==> src/rtl/nibbler_phase_seq_pkg.sv <==
// Shared types and constants for the Nibbler fetch/execute sequencer.
// Control-word bit indices must track the microcode decoder's encoding.
package nibbler_pkg;

    localparam int PC_W_DEF  = 12;
    localparam int CNT_W_DEF = 16;
    localparam int CW_W      = 13;
    localparam int ROM_W     = 16;

    localparam int CW_LOADPC   = 12;
    localparam int CW_LOADA    = 11;
    localparam int CW_LOADFLAG = 10;
    localparam int CW_CSRAM    = 3;
    localparam int CW_WERAM    = 2;

    typedef enum logic [1:0] {
        S_HALT  = 2'd0,
        S_FETCH = 2'd1,
        S_EXEC  = 2'd2
    } state_t;

    localparam logic [3:0] OP_JC   = 4'h0;
    localparam logic [3:0] OP_JNC  = 4'h1;
    localparam logic [3:0] OP_CMPI = 4'h2;
    localparam logic [3:0] OP_CMPM = 4'h3;
    localparam logic [3:0] OP_LIT  = 4'h4;
    localparam logic [3:0] OP_IN   = 4'h5;
    localparam logic [3:0] OP_LD   = 4'h6;
    localparam logic [3:0] OP_ST   = 4'h7;
    localparam logic [3:0] OP_JZ   = 4'h8;
    localparam logic [3:0] OP_JNZ  = 4'h9;
    localparam logic [3:0] OP_ADDI = 4'hA;
    localparam logic [3:0] OP_ADDM = 4'hB;
    localparam logic [3:0] OP_JMP  = 4'hC;
    localparam logic [3:0] OP_OUT  = 4'hD;
    localparam logic [3:0] OP_NORI = 4'hE;
    localparam logic [3:0] OP_NORM = 4'hF;

endpackage

==> src/rtl/nibbler_phase_seq_if.sv <==
// ROM / decoder / datapath bus between the sequencer (master) and the rest of the core (slave).
interface nibbler_phase_seq_if #(
    parameter int PC_W = nibbler_pkg::PC_W_DEF
);
    logic [PC_W-1:0]              pc;
    logic [nibbler_pkg::ROM_W-1:0] rom_data;
    logic                         phase;
    logic [3:0]                   instr;
    logic [3:0]                   oprnd;
    logic [nibbler_pkg::CW_W-1:0]  cw;
    logic                         cw_valid;
    logic                         mem_req;
    logic                         mem_ready;
    logic                         alu_c;
    logic                         alu_z;
    logic                         flag_c;
    logic                         flag_z;

    modport master (
        output pc, phase, instr, oprnd, cw_valid, mem_req, flag_c, flag_z,
        input  rom_data, cw, mem_ready, alu_c, alu_z
    );

    modport slave (
        input  pc, phase, instr, oprnd, cw_valid, mem_req, flag_c, flag_z,
        output rom_data, cw, mem_ready, alu_c, alu_z
    );
endinterface

==> src/rtl/nibbler_phase_seq.sv <==
// Fetch/execute sequencer for the 4-bit Nibbler core: PC, fetch register, flags, run/halt/step.
// Optional PC breakpoint when NIBBLER_BREAKPOINT_EN is defined.
module nibbler_phase_seq
    import nibbler_pkg::*;
#(
    parameter int PC_W  = PC_W_DEF,
    parameter int CNT_W = CNT_W_DEF
) (
    input  logic             clk,
    input  logic             reset,
    input  logic             run_req,
    input  logic             halt_req,
    input  logic             step_req,
    output logic             halted,
    output logic [CNT_W-1:0] instr_count,
`ifdef NIBBLER_BREAKPOINT_EN
    input  logic             brk_en,
    input  logic [PC_W-1:0]  brk_addr,
    output logic             brk_hit,
`endif
    nibbler_phase_seq_if.master bus
);

    state_t             state_q, state_d;
    logic [PC_W-1:0]    pc_q, pc_d;
    logic [ROM_W-1:0]   fetch_q, fetch_d;
    logic               flag_c_q, flag_c_d;
    logic               flag_z_q, flag_z_d;
    logic [CNT_W-1:0]   cnt_q, cnt_d;
    logic               halt_pend_q, halt_pend_d;
    logic               step_mode_q, step_mode_d;
    logic               stall;
    logic               brk_match;
`ifdef NIBBLER_BREAKPOINT_EN
    logic               brk_hit_q, brk_hit_d;
    logic               brk_skip_q, brk_skip_d;
`endif

    // A stall is an execute cycle whose RAM access has not completed yet.
    assign stall = (state_q == S_EXEC) && bus.cw[CW_CSRAM] && !bus.mem_ready;

`ifdef NIBBLER_BREAKPOINT_EN
    assign brk_match = !brk_skip_q && brk_en && (pc_q == brk_addr);
    assign brk_hit   = brk_hit_q;
`else
    assign brk_match = 1'b0;
`endif

    always_ff @(posedge clk) begin
        if (reset) begin
            state_q     <= S_HALT;
            pc_q        <= '0;
            fetch_q     <= '0;
            flag_c_q    <= 1'b0;
            flag_z_q    <= 1'b0;
            cnt_q       <= '0;
            halt_pend_q <= 1'b0;
            step_mode_q <= 1'b0;
`ifdef NIBBLER_BREAKPOINT_EN
            brk_hit_q   <= 1'b0;
            brk_skip_q  <= 1'b0;
`endif
        end else begin
            state_q     <= state_d;
            pc_q        <= pc_d;
            fetch_q     <= fetch_d;
            flag_c_q    <= flag_c_d;
            flag_z_q    <= flag_z_d;
            cnt_q       <= cnt_d;
            halt_pend_q <= halt_pend_d;
            step_mode_q <= step_mode_d;
`ifdef NIBBLER_BREAKPOINT_EN
            brk_hit_q   <= brk_hit_d;
            brk_skip_q  <= brk_skip_d;
`endif
        end
    end

    always_comb begin
        state_d     = state_q;
        pc_d        = pc_q;
        fetch_d     = fetch_q;
        flag_c_d    = flag_c_q;
        flag_z_d    = flag_z_q;
        cnt_d       = cnt_q;
        halt_pend_d = halt_pend_q;
        step_mode_d = step_mode_q;
`ifdef NIBBLER_BREAKPOINT_EN
        brk_hit_d   = brk_hit_q;
        brk_skip_d  = brk_skip_q;
`endif
        case (state_q)
            S_HALT: begin
                // Halt outranks a simultaneous run request; step always proceeds.
                if (step_req || (run_req && !halt_req)) begin
                    state_d     = S_FETCH;
                    step_mode_d = step_req;
`ifdef NIBBLER_BREAKPOINT_EN
                    brk_hit_d   = 1'b0;
                    brk_skip_d  = 1'b1;
`endif
                end
            end
            S_FETCH: begin
`ifdef NIBBLER_BREAKPOINT_EN
                brk_skip_d = 1'b0;
`endif
                if (brk_match) begin
                    state_d     = S_HALT;
                    halt_pend_d = 1'b0;
                    step_mode_d = 1'b0;
`ifdef NIBBLER_BREAKPOINT_EN
                    brk_hit_d   = 1'b1;
`endif
                end else begin
                    if (halt_req) halt_pend_d = 1'b1;
                    fetch_d = bus.rom_data;
                    pc_d    = pc_q + 1'b1;
                    state_d = S_EXEC;
                end
            end
            S_EXEC: begin
                if (halt_req) halt_pend_d = 1'b1;
                if (!stall) begin
                    if (bus.cw[CW_LOADPC]) pc_d = fetch_q[PC_W-1:0];
                    if (bus.cw[CW_LOADFLAG]) begin
                        flag_c_d = bus.alu_c;
                        flag_z_d = bus.alu_z;
                    end
                    cnt_d = cnt_q + 1'b1;
                    if (halt_pend_q || halt_req || step_mode_q || !run_req) begin
                        state_d     = S_HALT;
                        halt_pend_d = 1'b0;
                        step_mode_d = 1'b0;
                    end else begin
                        state_d = S_FETCH;
                    end
                end
            end
            default: state_d = S_HALT;
        endcase
    end

    always_comb begin
        halted       = (state_q == S_HALT);
        bus.phase    = (state_q == S_EXEC);
        bus.mem_req  = (state_q == S_EXEC) && bus.cw[CW_CSRAM];
        bus.cw_valid = (state_q == S_EXEC) && !stall;
    end

    assign bus.pc      = pc_q;
    assign bus.instr   = fetch_q[15:12];
    assign bus.oprnd   = fetch_q[3:0];
    assign bus.flag_c  = flag_c_q;
    assign bus.flag_z  = flag_z_q;
    assign instr_count = cnt_q;

endmodule

==> src/flat_wrapper.sv <==
// flat-port wrapper written by rule: the top's interface ports become plain ports
module nibbler_phase_seq_flat import nibbler_pkg::*;
#(
    parameter int PC_W  = PC_W_DEF,
    parameter int CNT_W = CNT_W_DEF
)
  (clk, reset, run_req, halt_req, step_req, halted, instr_count, bus_pc, bus_phase, bus_instr, bus_oprnd, bus_cw_valid, bus_mem_req, bus_flag_c, bus_flag_z, bus_rom_data, bus_cw, bus_mem_ready, bus_alu_c, bus_alu_z);
  nibbler_phase_seq_if #(.PC_W(PC_W)) bus_i ();
  input  logic clk;
  input  logic reset;
  input  logic run_req;
  input  logic halt_req;
  input  logic step_req;
  output logic halted;
  output logic [CNT_W-1:0] instr_count;
  output wire logic [$bits(bus_i.pc)-1:0] bus_pc;
  output wire logic [$bits(bus_i.phase)-1:0] bus_phase;
  output wire logic [$bits(bus_i.instr)-1:0] bus_instr;
  output wire logic [$bits(bus_i.oprnd)-1:0] bus_oprnd;
  output wire logic [$bits(bus_i.cw_valid)-1:0] bus_cw_valid;
  output wire logic [$bits(bus_i.mem_req)-1:0] bus_mem_req;
  output wire logic [$bits(bus_i.flag_c)-1:0] bus_flag_c;
  output wire logic [$bits(bus_i.flag_z)-1:0] bus_flag_z;
  input wire logic [$bits(bus_i.rom_data)-1:0] bus_rom_data;
  input wire logic [$bits(bus_i.cw)-1:0] bus_cw;
  input wire logic [$bits(bus_i.mem_ready)-1:0] bus_mem_ready;
  input wire logic [$bits(bus_i.alu_c)-1:0] bus_alu_c;
  input wire logic [$bits(bus_i.alu_z)-1:0] bus_alu_z;
  assign bus_pc = bus_i.pc;
  assign bus_phase = bus_i.phase;
  assign bus_instr = bus_i.instr;
  assign bus_oprnd = bus_i.oprnd;
  assign bus_cw_valid = bus_i.cw_valid;
  assign bus_mem_req = bus_i.mem_req;
  assign bus_flag_c = bus_i.flag_c;
  assign bus_flag_z = bus_i.flag_z;
  assign bus_i.rom_data = bus_rom_data;
  assign bus_i.cw = bus_cw;
  assign bus_i.mem_ready = bus_mem_ready;
  assign bus_i.alu_c = bus_alu_c;
  assign bus_i.alu_z = bus_alu_z;
  nibbler_phase_seq #(.PC_W(PC_W), .CNT_W(CNT_W)) u_core (.clk(clk), .reset(reset), .run_req(run_req), .halt_req(halt_req), .step_req(step_req), .halted(halted), .instr_count(instr_count), .bus(bus_i));
endmodule
==> config.mk <==
export PLATFORM = sky130hd
export DESIGN_NAME = nibbler_phase_seq_flat
export DESIGN_NICKNAME = d
export VERILOG_FILES = /design/src/rtl/nibbler_phase_seq_pkg.sv /design/src/rtl/nibbler_phase_seq_if.sv /design/src/rtl/nibbler_phase_seq.sv /design/src/flat_wrapper.sv
export SDC_FILE = /design/constraint.sdc
export NUM_CORES = 1
export LEC_CHECK = 0
export ABC_AREA = 1
export ABC_CLOCK_PERIOD_IN_PS = 1650
export BUFFER_PORTS_ARGS = -buffer_cell sky130_fd_sc_hd__buf_2
export CAP_MARGIN = 20
export CORE_MARGIN = 2
export CORE_UTILIZATION = 52
export DETAILED_ROUTE_END_ITERATION = 10
export GPL_ROUTABILITY_DRIVEN = 0
export PLACE_DENSITY = 0.8
export SYNTH_ARGS = -nofsm -noshare
export SYNTH_HDL_FRONTEND = slang
export SYNTH_SLANG_ARGS = --single-unit
==> constraint.sdc <==
create_clock -name clk -period 1.65 [get_ports clk]
set_input_delay 0.33 -clock clk [delete_from_list [all_inputs] [get_ports clk]]
set_output_delay 0.33 -clock clk [all_outputs]
set_load 0.05 [all_outputs]
==> parameters.txt <==
Parameter                              Value

Status
  Status ... finished clean

Pwr
  Power Total ... 3.945 mW
  Leakage power ... 1.460 nW
  VDD IR max ... 0.7487 mV
  Power density cells ... 1182 nW/um^2

STA
  Measured slew at the worst slew-check pin ... slightly below 0.5 ns
  Number of setup violations in the final report ... 0
  Fin worst setup slack ... ~0.012 ns
  Portion of the clock cycle consumed by the worst path in the final layout ... 0.9930
  Max Clk Rate ... a little over 600 MHz
  Fin Setup TNS ... 0 ns
  Worst setup skew after layout ... 0.006610 ns
  RSZ-0062 raised after global routing ... yes
  Hold Violations, Final ... 0
  Clock period minus worst slack ... ~1.6 ns
  Rel. slew slack ... 0.6729
  Final Max Slew Viols ... 0

Yosys
  Multiplexer share of the synthesized area ... 0
  Area of the mapped netlist ... approximately 2800 sq um
  Synthesized-area fraction occupied by xor and xnor cells ... 0.003176
  Fraction of the mapped netlist area in adder cells ... 0.03630
  Proportion of synthesized flip-flops having asynchronous set or reset ... 0
  Dominant synthesized flop cell ... sky130_fd_sc_hd__dfxtp_1
  Leading area contributor after synthesis ... sky130_fd_sc_hd__dfxtp_1
  Sequential element share of the synthesized area ... 0.3630
  Synthesized-area fraction occupied by ao, oa, aoi and oai cells ... 0.1665
  Post-synthesis simple-gate area fraction ... 0.3294
  Top cells by area, synth ... sky130_fd_sc_hd__dfxtp_1, sky130_fd_sc_hd__nand2_1, sky130_fd_sc_hd__nor2_1
  Portion of synthesized cell area occupied by the leading cell type ... 0.3630
  Synthesized netlist net count ... around 450
  Combinational family with the most area after synthesis ... simple AND/OR/NAND/NOR gates
  Synthesized flop and latch total ... 50
  Post-synthesis instance total ... between 400 and 500
  EDFF count, synth ... 0
  Syn. warnings ... 0
  Distinct cells, synth ... 31
  Average instance area after synthesis ... 6.843 sq um

Clock network
  Count of H-tree levels built during CTS ... 2
  CTS Root Buffer Type ... sky130_fd_sc_hd__clkbuf_8
  Number of hold buffers added after CTS ... 0
  Clock tree from TritonCTS ... yes
  Number of buffers created by CTS ... 5
  Clock transition at the register clock pins on the worst setup and hold paths after CTS ... roughly 0.090 ns
  Maximum count of clock buffers along a single path ... 2
  Clock Sink Count ... 50
  Clk_lat worst skew ... roughly 0.3 ns

Final layout
  Area occupied by multi-input gates ... 1514 sq um
  Area Overhead vs Synth ... 21.01%
  Final core utilization ... 0.6534
  Share of post-route cells with drive strength above 1 ... 0.2785
  FF+latch area ... approximately 1000 sq um
  Count of non-filler cells in the finished layout ... 544
  Fill cells ... between 400 and 500
  Final layout net count ... approximately 520
  Antenna diode count ... 0

Global routing
  Pin count of the biggest net entering global routing ... 20
  Initial antenna violation count ... 0
  Overall fraction of global-route tracks in use ... 0.2266
  GRT Residual Overflow ... 0
  Wire length of the first global-routing pass ... ~11000 um
  Vias in the first global route ... 2552

Placed design
  Placed Cells ... between 500 and 600
  Dpl hpwl ... 4773 um
  Buffers on Ports ... a little under 70
  DP Worst Slack ... between 0.02 and 0.03 ns

Floorplan
  Area of the die ... slightly below 6000 sq um
  Starting Density ... 0.5399
  Number of placed I/O pins ... 79
  Height of the die ... 76.82 um
  Die Wd ... 76.82 um
  Number of standard-cell rows in the floorplan ... 26
  Core area ... 5107 sq um

Setup path
  Category of the most critical setup path ... flop to output pin
  Capturing element type of the critical path ... output pin
  Startpoint type of the worst setup path ... flop
  Crit path arrival time ... 1.31 ns
  CP max FO ... 3
  Required time at the worst-slack endpoint ... approximately 1.3 ns

Drt
  Post-DRT Antenna Nets ... 0
  Via-to-Cell Ratio ... between 5 and 6
  Via count of the routed design ... ~2800
  Wire length per cell ... roughly 12 um
  Post-detailed-routing wire length ... between 6000 and 7000 um
  Number of remaining DRC errors ... 0
  First-pass DRT Iterations ... 5
  First-iteration detailed-routing DRC count ... ~190

Min path
  Worst hold path class ... input port to flop

Flow run
  Number of maximum-capacitance constraint violations ... 0
kinds of logic (layout without fill, tap and decap cells):
| family | Yosys count | in the layout |
|---|---|---|
| simple gates | 202 | 202 |
| compound gates | 84 | 84 |
| buf+inv | 58 | 129 |
| flops | 50 | 50 |
| fa+ha+maj | 8 | 8 |
| xor+xnor | 1 | 1 |
path summary, 6_finish.rpt:
check | start | slack (ns) | end | cells past startpoint
min reg2reg | u_core.bus.flag_c | 0.46 | u_core.bus.flag_c | 2
max reg2reg | u_core.state_q[0] | 0.06 | u_core.bus.pc[4] | 6
max | u_core.state_q[0] | 0.01 | bus_cw_valid | 6
min | bus_rom_data[15] | 0.25 | u_core.fetch_q[15] | 3
cell usage after synthesis (3+ instances only):
| library cell | count |
|---|---|
| sky130_fd_sc_hd__nor2_2 | 6 |
| sky130_fd_sc_hd__nor2_4 | 6 |
| sky130_fd_sc_hd__o21ai_0 | 36 |
| sky130_fd_sc_hd__ha_1 | 8 |
| sky130_fd_sc_hd__a21oi_2 | 4 |
| sky130_fd_sc_hd__nand4_1 | 7 |
| sky130_fd_sc_hd__o21ai_1 | 5 |
| sky130_fd_sc_hd__nor2_1 | 61 |
| sky130_fd_sc_hd__clkbuf_1 | 6 |
| sky130_fd_sc_hd__dfxtp_1 | 50 |
| sky130_fd_sc_hd__nand2_2 | 7 |
| sky130_fd_sc_hd__nor3_1 | 3 |
| sky130_fd_sc_hd__buf_4 | 9 |
| sky130_fd_sc_hd__nand2_1 | 88 |
| sky130_fd_sc_hd__nand3_1 | 19 |
| sky130_fd_sc_hd__buf_2 | 3 |
| sky130_fd_sc_hd__buf_6 | 3 |
| sky130_fd_sc_hd__inv_1 | 35 |
| sky130_fd_sc_hd__a21oi_1 | 31 |
power breakdown:
part	switching (mW)	internal, mW
registers	0.149	1.41
clock network	0.397	0.339
logic	1.13	0.521
total	1.68	2.27
critical path: stages (launching register included):
cell	delay (ns)
sky130_fd_sc_hd__dfxtp_2	0.36
sky130_fd_sc_hd__inv_4	0.05
sky130_fd_sc_hd__ha_4	0.17
sky130_fd_sc_hd__nand2_4	0.06
sky130_fd_sc_hd__nor2_4	0.05
sky130_fd_sc_hd__nor2_4	0.13
sky130_fd_sc_hd__buf_6	0.18
layout by cell type (no fill, tap or decap), drive strengths merged:
cell type / instances
buf: 85
nor2: 73
a31oi: 1
o22ai: 2
o21a: 1
a21oi: 35
nand3b: 2
inv: 36
a211oi: 1
o211ai: 1
nand3: 21
xor2: 1
nor3: 3
clkinv: 1
nand2: 96
ha: 8
dfxtp: 50
clkbuf: 7
nand4: 7
o21ai: 43
metal layers:
layer  part of all wire  vias to the layer above  track usage
met2               0.49                       70       0.3851
met1               0.45                     1297       0.2910
met3              0.052                        7      0.04118
li1                   -                     1441            -
met5                  0                        -            0
met4              0.012                        0      0.07091
state kept, by name, summed over array words and instances (netlist names):
register,count
u_core.step_mode_q,1
u_core.instr_count,16
u_core.bus.flag_z,1
u_core.halt_pend_q,1
u_core.fetch_q,16
u_core.state_q,2
u_core.bus.pc,12
u_core.bus.flag_c,1
timing repair:
item,CTS,global route
buffers inserted,2,2
endpoints found under the setup margin,3,5
pin swaps,3,2
gates resized for setup,10,4
layout make-up:
cell class                 count  share of cell area
multi-input combinational    295              0.4537
sequential                    50              0.3030
timing repair buffer          85              0.1477
inverter                      36             0.04199
tap                           70             0.02625
clock buffer                   7             0.02587
clock inverter                 1            0.001500
metrics by stage:
stage,instance area (sq um),hold slack (ns)
finish,3337,0.2474
global route,3337,0.2637
CTS,3308,0.2465
detailed placement,3171,0.4492
global placement,3171,0.4454
floorplan,2775,0.4340
Power figures use the tool's default switching activity.
